**src/rtl/seg_scan_pkg.sv**
```systemverilog
// Shared widths and helpers for the 7-segment scan controller.
// Up to eight BCD digits are supported; indices are always IDX_W bits wide.
package seg_scan_pkg;

    localparam int BCD_W = 4;
    localparam logic [BCD_W-1:0] BCD_MAX = 4'd9;
    localparam int MAX_DIGITS = 8;
    localparam int IDX_W = 3;
    localparam int PACK_W = BCD_W * MAX_DIGITS;

    // Digit k of a packed vector, digit 0 in the least significant nibble.
    function automatic logic [BCD_W-1:0] getDigit(input logic [PACK_W-1:0] vec,
                                                  input logic [IDX_W-1:0] k);
        return vec[{k, 2'b00} +: BCD_W];
    endfunction

endpackage

```
**src/rtl/seg_tick_div.sv**
```systemverilog
// Generic modulo-N counter with a terminal-count flag, used for both the
// digit-slot prescaler and the blink half-period timer.
module seg_tick_div #(
    parameter int N = 4,
    localparam int CNT_W = (N > 1) ? $clog2(N) : 1
) (
    input  logic             clk,
    input  logic             rst_n,
    input  logic             clr_i,
    output logic [CNT_W-1:0] cnt_o,
    output logic             tc_o
);

    logic [CNT_W-1:0] cnt_q;

    assign cnt_o = cnt_q;
    assign tc_o  = (cnt_q == CNT_W'(N - 1));

    always_ff @(posedge clk or negedge rst_n) begin
        if (!rst_n) begin
            cnt_q <= '0;
        end else if (clr_i || tc_o) begin
            cnt_q <= '0;
        end else begin
            cnt_q <= cnt_q + CNT_W'(1);
        end
    end

endmodule

```
**src/rtl/seg_scan_ctrl.sv**
```systemverilog
// Multiplexed scan controller for a shared BCD-to-7-segment decoder.
// Optional leading-zero suppression is built when LZ_SUPPRESS_EN is defined.
module seg_scan_ctrl
    import seg_scan_pkg::*;
#(
    parameter int NUM_DIGITS = 6,
    parameter int SCAN_DIV   = 50000,
    parameter int GUARD      = 2,
    parameter int BLINK_DIV  = 12500000
) (
    input  logic                    clk,
    input  logic                    rst_n,
    input  logic                    en_i,
    input  logic [4*NUM_DIGITS-1:0] digits_i,
    input  logic                    set_mode_i,
    input  logic [2:0]              set_sel_i,
    output logic [BCD_W-1:0]        bcd_o,
    output logic                    en_o,
    output logic                    blank_o,
    output logic [NUM_DIGITS-1:0]   an_o,
    output logic                    frame_o
);

    localparam int PRES_W  = (SCAN_DIV > 1) ? $clog2(SCAN_DIV) : 1;
    localparam int BLINK_W = (BLINK_DIV > 1) ? $clog2(BLINK_DIV) : 1;

    logic [PRES_W-1:0]       pres;
    logic                    presTc;
    logic [BLINK_W-1:0]      blinkCnt_unused;
    logic                    blinkTc;

    logic                    enPrev_q;
    logic                    frame_q;
    logic                    blinkPhase_q;
    logic [IDX_W-1:0]        idx_q;
    logic [4*NUM_DIGITS-1:0] shadow_q;
    logic [BCD_W-1:0]        bcd_q;
    logic                    en_q;
    logic                    blank_q;
    logic [NUM_DIGITS-1:0]   an_q;

    logic                    start;
    logic                    tick;
    logic                    wrap;
    logic                    snap;
    logic                    active;
    logic                    selHit;
    logic                    lzBlank;
    logic [PACK_W-1:0]       shadowWide;
    logic [BCD_W-1:0]        curDigit;
    logic                    blank_d;
    logic [NUM_DIGITS-1:0]   an_d;

    // A fresh enable restarts the slot sequence just like a frame wrap does.
    assign start  = en_i && !enPrev_q;
    assign tick   = presTc && en_i && !start;
    assign wrap   = tick && (idx_q == IDX_W'(NUM_DIGITS - 1));
    assign snap   = start || wrap;
    assign active = en_i && enPrev_q;

    seg_tick_div #(.N(SCAN_DIV)) u_slot_div (
        .clk   (clk),
        .rst_n (rst_n),
        .clr_i (!en_i || start),
        .cnt_o (pres),
        .tc_o  (presTc)
    );

    seg_tick_div #(.N(BLINK_DIV)) u_blink_div (
        .clk   (clk),
        .rst_n (rst_n),
        .clr_i (1'b0),
        .cnt_o (blinkCnt_unused),
        .tc_o  (blinkTc)
    );

    always_comb begin
        shadowWide = '0;
        shadowWide[4*NUM_DIGITS-1:0] = shadow_q;
    end

    assign curDigit = getDigit(shadowWide, idx_q);
    assign selHit   = set_mode_i && (set_sel_i == idx_q);

`ifdef LZ_SUPPRESS_EN
    logic [MAX_DIGITS-1:0] lzMask;

    // Walk down from the most significant digit while everything seen is zero.
    always_comb begin
        logic allZero;
        lzMask  = '0;
        allZero = 1'b1;
        for (int k = NUM_DIGITS - 1; k > 0; k--) begin
            allZero   = allZero && (getDigit(shadowWide, IDX_W'(k)) == '0);
            lzMask[k] = allZero;
        end
    end

    assign lzBlank = lzMask[idx_q] && !selHit;
`else
    assign lzBlank = 1'b0;
`endif

    assign blank_d = (curDigit > BCD_MAX) || (selHit && blinkPhase_q) || lzBlank;

    always_comb begin
        an_d = '1;
        if (pres >= PRES_W'(GUARD)) begin
            for (int k = 0; k < NUM_DIGITS; k++) begin
                if (idx_q == IDX_W'(k)) begin
                    an_d[k] = 1'b0;
                end
            end
        end
    end

    always_ff @(posedge clk or negedge rst_n) begin
        if (!rst_n) begin
            enPrev_q     <= 1'b0;
            frame_q      <= 1'b0;
            blinkPhase_q <= 1'b0;
            idx_q        <= '0;
            shadow_q     <= '0;
            bcd_q        <= '0;
            en_q         <= 1'b0;
            blank_q      <= 1'b1;
            an_q         <= '1;
        end else begin
            enPrev_q <= en_i;
            frame_q  <= snap;
            if (snap) begin
                shadow_q <= digits_i;
            end
            if (!en_i || start || wrap) begin
                idx_q <= '0;
            end else if (tick) begin
                idx_q <= idx_q + IDX_W'(1);
            end
            if (blinkTc) begin
                blinkPhase_q <= ~blinkPhase_q;
            end
            bcd_q   <= active ? curDigit : '0;
            en_q    <= active;
            blank_q <= active ? blank_d : 1'b1;
            an_q    <= active ? an_d : '1;
        end
    end

    assign bcd_o   = bcd_q;
    assign en_o    = en_q;
    assign blank_o = blank_q;
    assign an_o    = an_q;
    assign frame_o = frame_q;

endmodule

```
**config.mk**
```make
export PLATFORM = sky130hd
export DESIGN_NAME = seg_scan_ctrl
export DESIGN_NICKNAME = d
export VERILOG_FILES = /design/src/rtl/seg_scan_pkg.sv /design/src/rtl/seg_tick_div.sv /design/src/rtl/seg_scan_ctrl.sv
export SDC_FILE = /design/constraint.sdc
export NUM_CORES = 1
export LEC_CHECK = 0
export BUFFER_PORTS_ARGS = -buffer_cell sky130_fd_sc_hd__buf_2
export CAP_MARGIN = 20
export CORE_AREA = 2 2 83 85
export DETAILED_ROUTE_END_ITERATION = 8
export DIE_AREA = 0 0 85 87
export GPL_TIMING_DRIVEN = 0
export PLACE_DENSITY = 0.8
export SYNTH_ARGS = -nofsm -noshare
export SYNTH_HDL_FRONTEND = slang
export SYNTH_SLANG_ARGS = --single-unit
export TNS_END_PERCENT = 10
```
**constraint.sdc**
```tcl
create_clock -name clk -period 5.1 [get_ports clk]
set_clock_uncertainty 0.15 [all_clocks]
set_input_delay 0.765 -clock clk [delete_from_list [all_inputs] [get_ports clk]]
set_output_delay 0.765 -clock clk [all_outputs]
set_load 0.03 [all_outputs]
```
# Yosys cells after proc, flatten, opt, wreduce, memory -nomap -nowiden
# Cells that the tools add are included.
word_totals:
  romBits: 0
  wordCells: 57
  memories: 0
  out_inout_bits: 13
  in_bits: 31
  ram_bits: 0
  register_bits: 82
  latch_bits: 0
classes:
  multipliers: 0
  n_reduce_logical: 17
  div: 0
  n_shift: 1
  n_addsub: 3
  bitwise: 1
  order_cmp: 2
  n_mux: 14
  n_eq_ne: 8
ops:
  columns: ["op", "n"]
  rows:
  - ["32-bit by 6-bit indexed part select with 4-bit output", 1]
  - ["24-bit by 1-bit adder with 24-bit output, second input constant", 1]
  - ["24-bit equality test, second input constant", 1]
  - ["24-bit 2-to-1 mux", 1]
  - ["16-bit by 1-bit adder with 16-bit output, second input constant", 1]
  - ["16-bit equality test, second input constant", 1]
  - ["16-bit by 2-bit greater-or-equal comparator with 1-bit output, second input constant", 1]
  - ["16-bit 2-to-1 mux", 1]
  - ["6-bit 2-to-1 mux", 2]
  - ["1-bit logical AND", 7]
  - ["1-bit 2-to-1 mux", 7]
  - ["3-bit by 2-bit equality test with 1-bit output, second input constant", 2]
  - ["3-bit equality test, second input constant", 2]
  - ["3-bit 2-to-1 mux", 2]
  - ["1-bit logical OR", 5]
  - ["4-bit > comparator, second input constant", 1]
  - ["4-bit 2-to-1 mux", 1]
  - ["3-bit by 1-bit adder with 3-bit output, second input constant", 1]
  - ["3-bit by 1-bit equality test with 1-bit output, second input constant", 1]
  - ["3-bit equality test", 1]
  - ["1-bit zero test", 3]
  - ["3-bit zero test", 1]
  - ["2-bit nonzero test", 1]
  - ["1-bit NOT", 1]

# Logic depth before layout (Yosys ltp)
logic_depth:
  ltp_word: 7
  mapped_depth: 8

# Hierarchy
# From an unflattened synthesis, not the netlist that was laid out.
unflattened:
  hier_cells: 356
  hier_area_um2: 3955.0
by_module_without_submodules:
  columns: ["mod", "cells_each", "instances", "area_each_um2"]
  rows:
  - ["seg_scan_ctrl", 139, 1, 1854.3]
  - ["seg_tick_div (u_blink_div)", 137, 1, 1308.8]
  - ["seg_tick_div (u_slot_div)", 80, 1, 792.0]

# Least setup slack after synthesis
# No wires, ideal clock.
synth_path:
  path_type: "flip-flop to flip-flop"
  startpoint: "reg idx_q[1]"
  endpoint: "reg shadow_q[10]"
  arrival_ps: 1919
  period_less_slack_ps: 2194
  setup_ps: 125
  path_slack_ps: 2906
  path_buffers: 2
  stages_incl_launch_ff: 9
  cell_sequence: "dfrtp_1 clkbuf_1 inv_1 ha_1 nand2_1 nor2_1 a21oi_4 buf_6 mux2_4"
synth_via:
  elab_chain_len: 3
synth_lines:
  columns: ["element", "line", "source"]
  rows:
  - ["from (decl)", "seg_scan_ctrl.sv:35", "logic [IDX_W-1:0] idx_q;"]
  - ["from (signal assigned)", "seg_scan_ctrl.sv:137", "idx_q <= idx_q + IDX_W'(1);"]
  - ["3-bit equality test", "seg_scan_ctrl.sv:57", "assign wrap = tick && (idx_q == IDX_W'(NUM_DIGITS - 1));"]
  - ["1-bit logical AND", "seg_scan_ctrl.sv:57", null]
  - ["1-bit logical OR", "seg_scan_ctrl.sv:58", "assign snap = start || wrap;"]
  - ["to (signal assigned)", "seg_scan_ctrl.sv:132", "shadow_q <= digits_i;"]
  - ["to (decl)", "seg_scan_ctrl.sv:36", "logic [4*NUM_DIGITS-1:0] shadow_q;"]
# No other way between the ends.
# A chain may end at the register's enable or synchronous reset.

# Worst setup path after layout
layout_path:
  startpoint: "reg idx_q[1]"
  endpoint: "reg shadow_q[13]"
# Same word-level chain as after synthesis.

==> results.py <==
metrics = {
    "sta": {
        "max_slew.worst_pin.slew_ns": 1.04,
        "period_needed_ns": 2.54,
        "fin_crit_sh_pct": 49.8,
        "fin_ws_ns": 2.56,
        "max_slew_margin_pct": 30.3,
        "finalHoldViolations": 0,
        "fmax_ghz": 0.394,
        "tns_ns": 0,
        "drv_slew": 0,
        "finalSetupViolCount": 0,
        "rsz0062_at_grt": "no",
    },
    "routing": {
        "drtPass1Iterations": 4,
        "vias_per_cell": 5.53,
        "antenna_left": 0,
        "wl_per_cell_um": 14.8,
        "via_count": 2533,
        "drtIter0Drc": 121,
        "drt_wl_total_mm": 6.77,
        "post-route-drc-count": 0,
    },
    "cts": {
        "cts_hold_buf": 0,
        "clock_latency_ns": 0.35,
        "cts_tree": "built",
        "postCtsSetupBuffers": 0,
        "clock_path_buffers": 2,
        "cts_made_buffers": 9,
        "cts_resized": 0,
        "htreeDepth": 3,
        "clock-sinks": 82,
        "clk_pin_slew_ns": 0.08,
        "cts-root-buf": "clkbuf_8",
    },
    "synth": {
        "netlist_instances": 319,
        "async_reset_ff_share_pct": 100,
        "netlist_area_um2": 3790,
        "ys.warnings.count": 0,
        "synth.largest_area_cell": "dfrtp_1",
        "synthFlopType": "dfrtp_1",
        "seq_area_frac_synth_pct": 54.3,
        "avgSynthCellArea_um2": 11.9,
        "netlist.area_leader.share_pct": 49.5,
        "synth_cell_types": 39,
        "synth-edff-count": 0,
        "synth-seq-cells": 82,
        "synth.area.top_cells": "dfrtp_1 (49%), mux2_4 (7.5%), xor2_1 (5.3%), dfstp_2 (4.8%), nor2_1 (4.1%)",
        "syn_nets": 358,
    },
    "grt": {
        "track_usage_pct": 20.2,
        "grt_remaining_overflow": 0,
        "antenna_found_initial": 0,
        "grt_pass1_vias": 2506,
        "grt_max_degree": 44,
        "grt_first_pass_wirelength_mm": 11.7,
    },
    "worst_setup_path": {
        "r2r-start": "idx_q[1]",
        "worstPathRequired_ns": 5.19,
        "rrSetupSlack_ns": 2.56,
        "cp_top_family": "buffers and inverters",
        "critical-path-max-stage-delay_ns": 0.46,
        "cp-end-kind": "register",
        "path_max_fanout": 10,
        "reg2reg_to": "shadow_q[13]",
        "slowest_stage": "clkbuf_1",
        "ff2ff_path_depth": 8,
        "start_kind": "register",
        "path_class": "register to register",
        "path_cells": "clkbuf_1, inv_1, ha_1, nand2_1, nor2_1, a21oi_4, buf_6, mux2_4",
        "crit_arrival_ns": 2.62,
        "cp.buffers_inverters": 3,
    },
    "floorplanning": {
        "chipWidth_um": 85,
        "die_y_um": 87,
        "die_area_um2": 7400,
        "coreArea_um2": 6570,
        "start_util_pct": 57.8,
        "num_rows": 30,
        "ios": 44,
    },
    "pwr": {
        "power_density_nw_per_um2": 299,
        "peakVddDrop_v": 0.000203,
        "p_leak_nw": 2.04,
        "power_mw": 1.30,
    },
    "final_layout": {
        "drive_gt1_share_pct": 27.2,
        "area_growth_pct": 14.2,
        "final_common_cell": "dfrtp_1",
        "fillers": 513,
        "layout_common_cells": "dfrtp_1 (75), buf_2 (45), nor2_1 (41)",
        "instances_no_fill": 458,
        "post-route-util_pct": 66.0,
        "final_nets": 413,
        "antennaDiodeCount": 0,
    },
    "placement": {
        "dp_hpwl_mm": 4.86,
        "io_buffers": 43,
        "dp.cells": 443,
        "pre_cts_slack_ns": 2.54,
        "finalWeightedCongestion": 0.796,
    },
    "job": {
        "max_cap_viol_count": 0,
    },
    "run_status": {
        "status": "finished clean",
    },
    "hold_path": {
        "hold_path_class": "primary input to async pin",
    },
}
per-layer routing:
metal / part of all wire (%) / vias up / global-route usage, % / wire length [um]
met5: 0 / - / 0 / 0
met4: 1.3 / 0 / 7.65 / 89
met2: 49 / 47 / 31.5 / 3300
li1: - / 1214 / - / -
met1: 47 / 1261 / 28.1 / 3150
met3: 3.3 / 11 / 4.17 / 226
cells in the mapped netlist, types with 3 or more instances:
library cell,number
a31oi_1,3
nor2_1,41
ha_1,8
mux2_2,8
mux2_4,19
xor2_1,23
nor3_1,4
and3_1,7
a21oi_1,6
nand3_1,18
nand2_1,18
or4_1,3
dfrtp_1,75
inv_1,8
buf_2,3
mux2i_1,6
xnor2_1,14
nor2b_1,4
clkbuf_1,6
dfstp_2,7
nand4_1,9
and4_1,7
area by class of cell:
type	count	area (um2)	area share, %
inverter	8	30.0	0.693
timing repair buffer	44	238	5.48
clock inverter	4	51.3	1.18
buffer	11	60.1	1.39
clock buffer	11	151	3.49
tap	80	100	2.31
sequential	82	2060	47.5
multi-input combinational	218	1640	37.9
stage by stage:
step	cell area [um2]	hold slack, ns
after detailed placement	4130	0.307
after global routing	4340	0.265
final	4340	0.235
after global placement	4110	0.310
after floorplan	3790	0.291
after CTS	4340	0.243
logic make-up (layout without fill, tap and decap cells):
family	after synthesis	count (layout)	share of synthesized area [%]
buf+inv	19	78	2.37
xor+xnor	37	37	8.54
mux	35	35	12.7
fa+ha+maj	8	8	2.64
simple gates	122	122	16.6
flops	82	82	54.3
compound gates	16	16	2.87
how the worst max path moves through the flow:
stage / from / endpoint / slack [ns] / cells after the start
6_report: idx_q[1] / shadow_q[13] / 2.56 / 8
2_1_floorplan: idx_q[1] / shadow_q[10] / 2.91 / 8
5_1_grt: idx_q[1] / shadow_q[13] / 2.38 / 8
4_1_cts: idx_q[1] / shadow_q[13] / 2.53 / 8
3_5_place_dp: idx_q[1] / shadow_q[8] / 2.54 / 8
3_3_place_gp: rst_n / shadow_q[17] / 2.54 / 1
flip-flops by register name, summed over array words and instances, names as in the netlist:
register / flops
bcd_o: 4
en_o: 1
u_slot_div.cnt_o: 16
an_o: 6
u_blink_div.cnt_o: 24
shadow_q: 24
blinkPhase_q: 1
enPrev_q: 1
blank_o: 1
frame_o: 1
idx_q: 3
worst register-to-register path, cell delays in order (launching register included):
cell and delay [ns]:
dfrtp_1 0.37, clkbuf_1 0.46, inv_1 0.13, ha_1 0.25, nand2_1 0.14, nor2_1 0.09
a21oi_4 0.29, buf_6 0.23, mux2_4 0.31
power breakdown:
part | switching (mW) | internal (mW)
Combinational | 0.0496 | 0.0628
Clock | 0.232 | 0.250
Sequential | 0.0176 | 0.683
Total | 0.299 | 0.996
Note: power is estimated with default switching activity, not from simulation.
